<file path="config.mk">
export PLATFORM = sky130hd
export DESIGN_NAME = pc_fetch_ctrl
export DESIGN_NICKNAME = d
export VERILOG_FILES = /design/src/rtl/cpu_pkg.sv /design/src/rtl/pc_adder.sv /design/src/rtl/pc_fetch_ctrl.sv
export SDC_FILE = /design/constraint.sdc
export NUM_CORES = 1
export LEC_CHECK = 0
export CORE_MARGIN = 2
export CORE_UTILIZATION = 38
export CTS_CLUSTER_SIZE = 10
export DETAILED_ROUTE_END_ITERATION = 8
export HOLD_SLACK_MARGIN = 0.08
export PLACE_DENSITY = 0.84
export SYNTH_ARGS = -nofsm -noshare
export SYNTH_HDL_FRONTEND = slang
export SYNTH_SLANG_ARGS = --single-unit
</file>
<file path="constraint.sdc">
create_clock -name clk -period 1.7 [get_ports clk]
set_clock_uncertainty 0.05 [all_clocks]
set_input_delay 0.51 -clock clk [delete_from_list [all_inputs] [get_ports clk]]
set_output_delay 0.51 -clock clk [all_outputs]
set_load 0.01 [all_outputs]
</file>
<file path="src/rtl/cpu_pkg.sv">
// Shared core definitions: datapath width, fetch FSM encoding and the NOP word.
package cpu_pkg;

  localparam int unsigned PC_W    = 32;
  localparam int unsigned INSTR_W = 32;

  localparam logic [INSTR_W-1:0] NOP_INSTR = 32'h0000_0013;

  typedef enum logic [1:0] {
    ST_FETCH = 2'd0,
    ST_WAIT  = 2'd1,
    ST_HALT  = 2'd2,
    ST_FAULT = 2'd3
  } fetch_state_e;

endpackage

</file>
<file path="src/rtl/pc_adder.sv">
// Sequential next-PC incrementer: word address + 1, modulo 2^PC_W.
module pc_adder
  import cpu_pkg::*;
(
  input  logic [PC_W-1:0] i_pc,
  output logic [PC_W-1:0] o_pc_inc
);

  assign o_pc_inc = i_pc + PC_W'(1);

endmodule

</file>
<file path="src/rtl/pc_fetch_ctrl.sv">
// PC register and instruction-fetch controller; captures imem data into IF/ID
// and selects next PC (redirect > stall > sequential).
module pc_fetch_ctrl
  import cpu_pkg::*;
#(
  parameter logic [PC_W-1:0] RESET_PC   = 32'h0000_0000,
  parameter int unsigned     IMEM_WORDS = 1024
) (
  input  logic               clk,
  input  logic               reset,
  input  logic               stall,
  input  logic               redirect_valid,
  input  logic [PC_W-1:0]    redirect_pc,
  input  logic               halt_req,
  output logic               imem_req,
  output logic [PC_W-1:0]    imem_addr,
  input  logic               imem_ready,
  input  logic [INSTR_W-1:0] imem_rdata,
  output logic [PC_W-1:0]    pc,
  output logic               if_valid,
  output logic [PC_W-1:0]    if_pc,
  output logic [INSTR_W-1:0] if_instr,
  output logic               fault
);

  fetch_state_e        r_state;
  fetch_state_e        w_state_nxt;
  logic [PC_W-1:0]     r_pc;
  logic [PC_W-1:0]     w_pc_nxt;
  logic [PC_W-1:0]     w_pc_inc;
  logic                r_if_valid;
  logic                w_if_valid_nxt;
  logic [PC_W-1:0]     r_if_pc;
  logic [PC_W-1:0]     w_if_pc_nxt;
  logic [INSTR_W-1:0]  r_if_instr;
  logic [INSTR_W-1:0]  w_if_instr_nxt;
  logic                r_fault;
  logic                w_fault_nxt;
  logic                w_active;
  logic                w_in_range;

  pc_adder u_pc_adder (
    .i_pc     (r_pc),
    .o_pc_inc (w_pc_inc)
  );

  assign w_active   = (r_state == ST_FETCH) || (r_state == ST_WAIT);
  assign w_in_range = r_pc < PC_W'(IMEM_WORDS);

  // An out-of-range PC never reaches memory; the FSM faults instead.
  assign imem_req  = !reset && w_active && w_in_range;
  assign imem_addr = r_pc;

  assign pc       = r_pc;
  assign if_valid = r_if_valid;
  assign if_pc    = r_if_pc;
  assign if_instr = r_if_instr;
  assign fault    = r_fault;

  // Next-state and IF/ID update: halt > range fault > redirect > stall > ready.
  always_comb begin
    w_state_nxt    = r_state;
    w_pc_nxt       = r_pc;
    w_if_valid_nxt = r_if_valid;
    w_if_pc_nxt    = r_if_pc;
    w_if_instr_nxt = r_if_instr;
    w_fault_nxt    = r_fault;
    case (r_state)
      ST_FETCH, ST_WAIT: begin
        if (halt_req) begin
          w_state_nxt    = ST_HALT;
          w_if_valid_nxt = 1'b0;
        end else if (!w_in_range) begin
          w_state_nxt    = ST_FAULT;
          w_fault_nxt    = 1'b1;
          w_if_valid_nxt = 1'b0;
        end else if (redirect_valid) begin
          w_state_nxt    = ST_FETCH;
          w_pc_nxt       = redirect_pc;
          w_if_valid_nxt = 1'b0;
        end else if (stall) begin
          w_state_nxt    = r_state;
        end else if (imem_ready) begin
          w_state_nxt    = ST_FETCH;
          w_pc_nxt       = w_pc_inc;
          w_if_valid_nxt = 1'b1;
          w_if_pc_nxt    = r_pc;
          w_if_instr_nxt = imem_rdata;
        end else begin
          w_state_nxt    = ST_WAIT;
          w_if_valid_nxt = 1'b0;
        end
      end
      ST_HALT, ST_FAULT: begin
        w_if_valid_nxt = 1'b0;
      end
      default: begin
        w_state_nxt = ST_FETCH;
      end
    endcase
  end

  always_ff @(posedge clk) begin
    if (reset) begin
      r_state    <= ST_FETCH;
      r_pc       <= RESET_PC;
      r_if_valid <= 1'b0;
      r_if_pc    <= '0;
      r_if_instr <= NOP_INSTR;
      r_fault    <= 1'b0;
    end else begin
      r_state    <= w_state_nxt;
      r_pc       <= w_pc_nxt;
      r_if_valid <= w_if_valid_nxt;
      r_if_pc    <= w_if_pc_nxt;
      r_if_instr <= w_if_instr_nxt;
      r_fault    <= w_fault_nxt;
    end
  end

endmodule

</file>
==> qor.csv, run 1 <==
stage,metric,value,unit
outcome,status,"finished, violations left",
outcome,failing checks,setup timing,
setup_path,crit start category,register,
detailed_routing,Via Count,5344,
detailed_routing,met2 routed WL,9010,microns
sta,Fin Setup TNS,-17420,ps
setup_path,Worst EP arrival,1610,ps
sta,Peak Freq,461,MHz
finish,share of layout cells above drive strength 1,31.7,%
setup_path,Reg2Reg Launch Point,imem_addr[22],
floorplanning,Die W,112,microns
global_route,GRT Total Usage,26.4,%
sta,Fin. Hold Viols,0,
setup_path,Register-to-Register Setup Slack,-300,ps
sta,final setup violation count,98,
logic_synthesis,ys flop type,dfxtp_1,
sta,fin. max-slew vios,0,
sta,worst setup margin,-470,ps
power_and_ir_drop,Pwr Density,953,nW/um^2
cts,clk_lat worst skew,350,ps
logic_synthesis,Syn Inst Count,508,
logic_synthesis,top post-synthesis cells by area,"dfxtp_1 (44%), buf_4 (6.6%), nand3_1 (6.3%)",
floorplanning,Die ar.,12600,sq um
logic_synthesis,flip-flop and latch count after synthesis,99,
setup_path,CP required,1140,ps
logic_synthesis,Synth top cells by count,"dfxtp_1 (99), nand3_1 (56), a21oi_1 (55), o21ai_0 (46), buf_4 (39)",
detailed_routing,Highest Signal Layer,met4,
finish,"Core Util, Final",69.5,%
global_route,initial antenna violation count,0,
detailed_routing,DRT met1 WL,7310,microns
detailed_routing,iteration-0 DRC count of the detailed router,673,
placement,Final Wtd Congestion,0.955,
cts,clk slew on worst S/H paths,80,ps
logic_synthesis,"Avg Cell Area, Syn",8.79,sq um
sta,Worst-Margin Slew,897,ps
finish,# diodes,0,
setup_path,Critical Path End Type,output port,
detailed_routing,met3 wire len,1780,microns
logic_synthesis,Ys Warns,0,
placement,DP Wirelength,11200,microns
sta,fin crit share,128,%
worst_hold_path,Hold Path Origin,if_pc[20],
detailed_routing,DR WL/cell,21.3,microns
worst_hold_path,Worst Hold Class,reg2reg,
setup_path,worst r2r path cells,9,
cts,Bufs on Longest Clock Path,2,
global_route,GRT overflow,0,
floorplanning,Core Area,11500,sq um
worst_hold_path,Hold Crit Depth,1,
logic_synthesis,"count leader, synth",dfxtp_1,
floorplanning,Ports,201,
detailed_routing,vias per cell,5.96,
cts,Sink Count,99,
worst_hold_path,Hold Path End,if_pc[20],
global_route,number of global-route vias before repair,5151,
sta,headroom to the max-slew limit,40.2,%
sta,Tmin final,2170,ps
finish,Area Growth Syn to Fin,78.5,%
logic_synthesis,mapped cell area,4470,sq um
floorplanning,Starting Density,38.9,%
detailed_routing,routed wire length,19100,microns
detailed_routing,DR pass1 iterations,8,
cts,root buf cell,clkbuf_16,
floorplanning,die height,112,microns
cts,CTS Buf Count,9,
logic_synthesis,sequential fraction of the synthesis area,44.4,%
cts,hold buffers post-CTS,0,
logic_synthesis,number of synthesized flops with an enable pin,0,
detailed_routing,Routed Antenna Nets,0,
logic_synthesis,Post-synth ARST share,0,%
cts,htree depth,3,
logic_synthesis,Cell variety after synth,52,
setup_path,critical path class,reg2out,
finish,nets@finish,820,
setup_path,Crit Path Max Fanout,2,
logic_synthesis,Synth top area share,44.4,%
placement,Placement Setup Slack,-668,ps
logic_synthesis,Mapped Nets,579,
setup_path,Worst R2R End,imem_addr[4],
sta,unrepaired setup endpoints after global routing,true,
global_route,first-pass GRT wire length,27000,microns
floorplanning,num rows,39,
power_and_ir_drop,worst vdd ir,0.640,mV
power_and_ir_drop,Leak Pwr,0.00336,uW
run,maxcap violations,0,
placement,buffers added on ports,200,
logic_synthesis,Synth area leader,dfxtp_1,
detailed_routing,drt drc,0,
global_route,largest net degree at the start of global routing,67,
cts,CTS tree,done,
==> layout make-up <==
class / count / area (sq um)
sequential: 99 / 2040
clock buffer: 9 / 225
timing repair buffer: 305 / 3010
clock inverter: 7 / 93.8
multi-input combinational: 329 / 2410
inverter: 5 / 18.8
tap: 143 / 179
fill: 787 / 3500
==> per-layer routing <==
| metal | up-vias | track usage, % |
|---|---|---|
| li1 | 2351 | - |
| met1 | 2533 | 33.1 |
| met2 | 353 | 43.7 |
| met3 | 107 | 4.91 |
| met4 | 0 | 13.3 |
| met5 | - | 0 |
==> what timing repair did <==
| item | 4_1_cts | 5_1_grt |
|---|---|---|
| pin swaps | 8 | 60 |
| setup endpoints to repair | 229 | 118 |
| cloned | 9 | 7 |
| hold endpoints to repair | 0 | 0 |
| resized for setup | 209 | 114 |
| setup buffers | 11 | 6 |
==> worst max path at each step <==
stage | startpoint | to | slack [ps]
3_3_place_gp | halt_req | if_pc[20] | -640
3_5_place_dp | halt_req | if_pc[27] | -670
5_1_grt | imem_addr[22] | imem_req | -540
2_1_floorplan | imem_addr[12] | imem_req | -170
6_report | imem_addr[22] | imem_req | -470
4_1_cts | imem_addr[22] | imem_req | -460
==> power by group <==
part	switching (uW)	internal, uW	total, uW
registers	76.6	2390	2460
clock network	1090	1080	2180
logic	1430	1520	2960
total	2610	4990	7590
==> placed cells by master (no fill, tap or decap), drive strengths merged, types with 5 or more instances in the layout <==
cell / n
dlygate4sd2: 106
buf: 101
dfxtp: 99
clkdlybuf4s50: 65
nand3: 59
a21oi: 55
o21ai: 46
and2: 26
clkdlybuf4s15: 23
nor2: 20
clkbuf: 19
nor4: 14
nand2: 12
nand4: 11
inv: 10
a31oi: 9
a211oi: 8
a41oi: 8
o2bb2ai: 7
a22oi: 6
o41ai: 5
nor3: 5
==> kinds of logic after synthesis <==
| logic type | synth area share (%) |
|---|---|
| AO/OA/AOI/OAI | 22.9 |
| buffers and inverters | 10.9 |
| AND/OR/NAND/NOR | 21.2 |
| multiplexers | 0.224 |
| flip-flops | 44.4 |
| adder cells (fa/ha/maj) | 0.280 |
==> per-stage QoR <==
step / power (uW) / instances / hold slack, ps / cell area (sq um)
4_1_cts: 6680 / 884 / 411 / 7410
6_report: 7590 / 897 / 404 / 7970
2_1_floorplan: 3350 / 508 / 444 / 4480
3_5_place_dp: 4020 / 848 / 394 / 6800
3_3_place_gp: 3970 / 848 / 393 / 6800
5_1_grt: 7790 / 897 / 432 / 7970
==> sequential cells by signal, summed over array words and instances, names as in the netlist <==
| signal | count |
|---|---|
| if_instr | 32 |
| if_pc | 32 |
| imem_addr | 32 |
| fault | 1 |
| if_valid | 1 |
| r_state | 1 |
==> critical path, cell delays in order (launching register included) <==
cell and delay (ps):
dfxtp_2 330, nor4_2 250, buf_4 160, and4_4 230
nand3_4 100, nor2_4 90, buf_6 100
Power figures use the tool's default switching activity.
==> run 2, diff against run 1 <==
--- a/config.mk
+++ b/config.mk
@@ -7,6 +7,7 @@
 export LEC_CHECK = 0
 export CORE_MARGIN = 2
 export CORE_UTILIZATION = 38
+export CTS_BUF_LIST = sky130_fd_sc_hd__clkbuf_16
 export CTS_CLUSTER_SIZE = 10
 export DETAILED_ROUTE_END_ITERATION = 8
 export HOLD_SLACK_MARGIN = 0.08
==> constraint.sdc (replaced) <==
create_clock -name clk -period 1.8 [get_ports clk]
set_clock_uncertainty 0.05 [all_clocks]
set_input_delay 0.54 -clock clk [delete_from_list [all_inputs] [get_ports clk]]
set_output_delay 0.54 -clock clk [all_outputs]
set_load 0.01 [all_outputs]
==> qor.csv, run 2 (same netlist as run 1, synthesis figures left out) <==
stage,metric,value,unit,change
outcome,status,"finished, violations left",,
outcome,failing checks,setup timing,,
sta,Fin Setup TNS,-11110,ps,+6310 ps
cts,htree depth,3,,unchanged
worst_hold_path,Worst Hold Class,reg2reg,,
global_route,initial antenna violation count,0,,unchanged
floorplanning,Ports,201,,unchanged
floorplanning,num rows,39,,unchanged
sta,unrepaired setup endpoints after global routing,true,,
power_and_ir_drop,worst vdd ir,0.672,mV,+5.0%
power_and_ir_drop,Final Power,6970,uW,-8.2%
setup_path,Worst EP arrival,1590,ps,-20 ps
finish,# diodes,0,,unchanged
cts,root buf cell,clkbuf_16,,
global_route,GRT Total Usage,25.0,%,-1.4 points
floorplanning,Die ar.,12600,sq um,unchanged
setup_path,crit-path cells,"nor4_2, buf_4, and4_4, nand3_4, nor2_4, buf_6",,
power_and_ir_drop,Pwr Density,881,nW/um^2,-7.5%
floorplanning,Starting Density,38.9,%,unchanged
global_route,GRT overflow,0,,unchanged
finish,most frequent cells in the layout,"dlygate4sd2_1 (125), dfxtp_1 (74), clkdlybuf4s50_1 (64), buf_4 (64), a21oi_1 (36)",,
cts,CTS tree,done,,
finish,nets@finish,808,,-1.5%
finish,share of layout cells above drive strength 1,31.1,%,-0.57 points
sta,fin. max-slew vios,0,,unchanged
finish,Area Growth Syn to Fin,77.1,%,
global_route,largest net degree at the start of global routing,67,,unchanged
detailed_routing,iteration-0 DRC count of the detailed router,531,,-21%
floorplanning,die height,112,microns,unchanged
global_route,number of global-route vias before repair,4924,,-4.4%
setup_path,Reg2Reg Launch Point,imem_addr[12],,
finish,fin cells,885,,-1.3%
sta,Tmin final,2180,ps,
setup_path,"Slowest-stage cell, CP",dfxtp_2,,
worst_hold_path,Hold Path Origin,if_pc[10],,
setup_path,Crit Path Max Fanout,2,,unchanged
detailed_routing,vias per cell,5.81,,-2.4%
finish,"most common cell after layout, fill and taps aside",dlygate4sd2_1,,
placement,DP Wirelength,11100,microns,-0.94%
setup_path,Register-to-Register Setup Slack,-210,ps,+90 ps
sta,worst setup margin,-376,ps,+94.3 ps
sta,fin crit share,121,%,
sta,final setup violation count,98,,unchanged
detailed_routing,Via Count,5145,,-3.7%
setup_path,critical path class,reg2out,,
setup_path,Critical Path End Type,output port,,
detailed_routing,drt drc,0,,unchanged
placement,DP Area,6760,sq um,-0.66%
power_and_ir_drop,Leak Pwr,0.00347,uW,+3.3%
finish,final instance area,7910,sq um,-0.77%
setup_path,CP required,1210,ps,+70 ps
sta,Peak Freq,460,MHz,
global_route,first-pass GRT wire length,25400,microns,-5.7%
run,maxcap violations,0,,unchanged
detailed_routing,Routed Antenna Nets,0,,unchanged
cts,hold buffers post-CTS,0,,unchanged
detailed_routing,DR pass1 iterations,5,,-3
floorplanning,Core Area,11500,sq um,unchanged
sta,Worst-Margin Slew,881,ps,-16.0 ps
cts,Sink Count,99,,unchanged
cts,Bufs on Longest Clock Path,2,,unchanged
placement,Final Wtd Congestion,0.915,,-4.3%
setup_path,Critical Path Max Stage Delay,320,ps,about the same
detailed_routing,routed wire length,18700,microns,-2.1%
setup_path,crit start category,register,,
placement,buffers added on ports,200,,unchanged
cts,CTS Buf Count,9,,unchanged
floorplanning,Die W,112,microns,unchanged
detailed_routing,DR WL/cell,21.1,microns,-0.73%
sta,headroom to the max-slew limit,41.2,%,+1.1 points
placement,placed insts,842,,-0.71%
sta,Fin. Hold Viols,0,,unchanged
cts,clk_lat worst skew,340,ps,about the same
setup_path,Critical Path Start,imem_addr[12],,
cts,clk slew on worst S/H paths,70,ps,about the same
## run 2: cell types whose count changed in the layout (fill, tap and decap cells not counted), sizes merged, moves of 2 or more
| cell | delta |
|---|---|
| clkdlybuf4s15 | -23 |
| dlygate4sd2 | +19 |
| buf | -11 |
| dlymetal6s2s | +8 |
| clkbuf | -3 |
| inv | -2 |
## run 2: per-stage QoR
| stage | utilization (%) | hold slack [ps] | setup WS [ps] |
|---|---|---|---|
| after global routing | 69.0 | 418 | -443 |
| after CTS | 62.6 | 414 | -387 |
| after floorplan | - | 444 | -101 |
| after global placement | 58.9 | 392 | -584 |
| after detailed placement | 58.9 | 395 | -624 |
| final | 69.0 | 410 | -376 |
## run 2: routing by layer
metal	up-vias	global-route usage, %	share of wire (%)
li1	2319	-	-
met1	2455	29.8	38
met2	302	43.0	49
met3	69	6.75	8.5
met4	0	9.67	4.3
met5	-	0	0
## run 2: layout make-up
type,count,area (sq um)
tap,143,179
sequential,99,2030
clock inverter,7,50.0
inverter,5,18.8
timing repair buffer,294,2910
multi-input combinational,328,2500
clock buffer,9,225
fill,864,3560
## run 2: critical path: cells and delay by family (launching register included)
family / cells / cell delay [ps]
buffers and inverters: 2 / 270
DFF: 1 / 320
and+or+nand+nor: 4 / 660
## run 2: final timing paths
check | end | cells after the start
setup / recovery | imem_req | 6
hold / removal | if_pc[10] | 1
setup reg to reg | if_instr[5] | 10
hold reg to reg | if_pc[10] | 1
## run 2: what timing repair did
action / in CTS / in global routing
endpoints found under the setup margin: 222 / 104
cloned: 3 / 12
setup buffers: 9 / 3
resized for setup: 175 / 121
pin swaps: 5 / 64
## run 2: report_power, final
part / internal (uW) / leakage, uW / switching, uW
clock network: 948 / 0.000136 / 863
registers: 2260 / 0.000813 / 70.8
logic: 1420 / 0.00252 / 1410
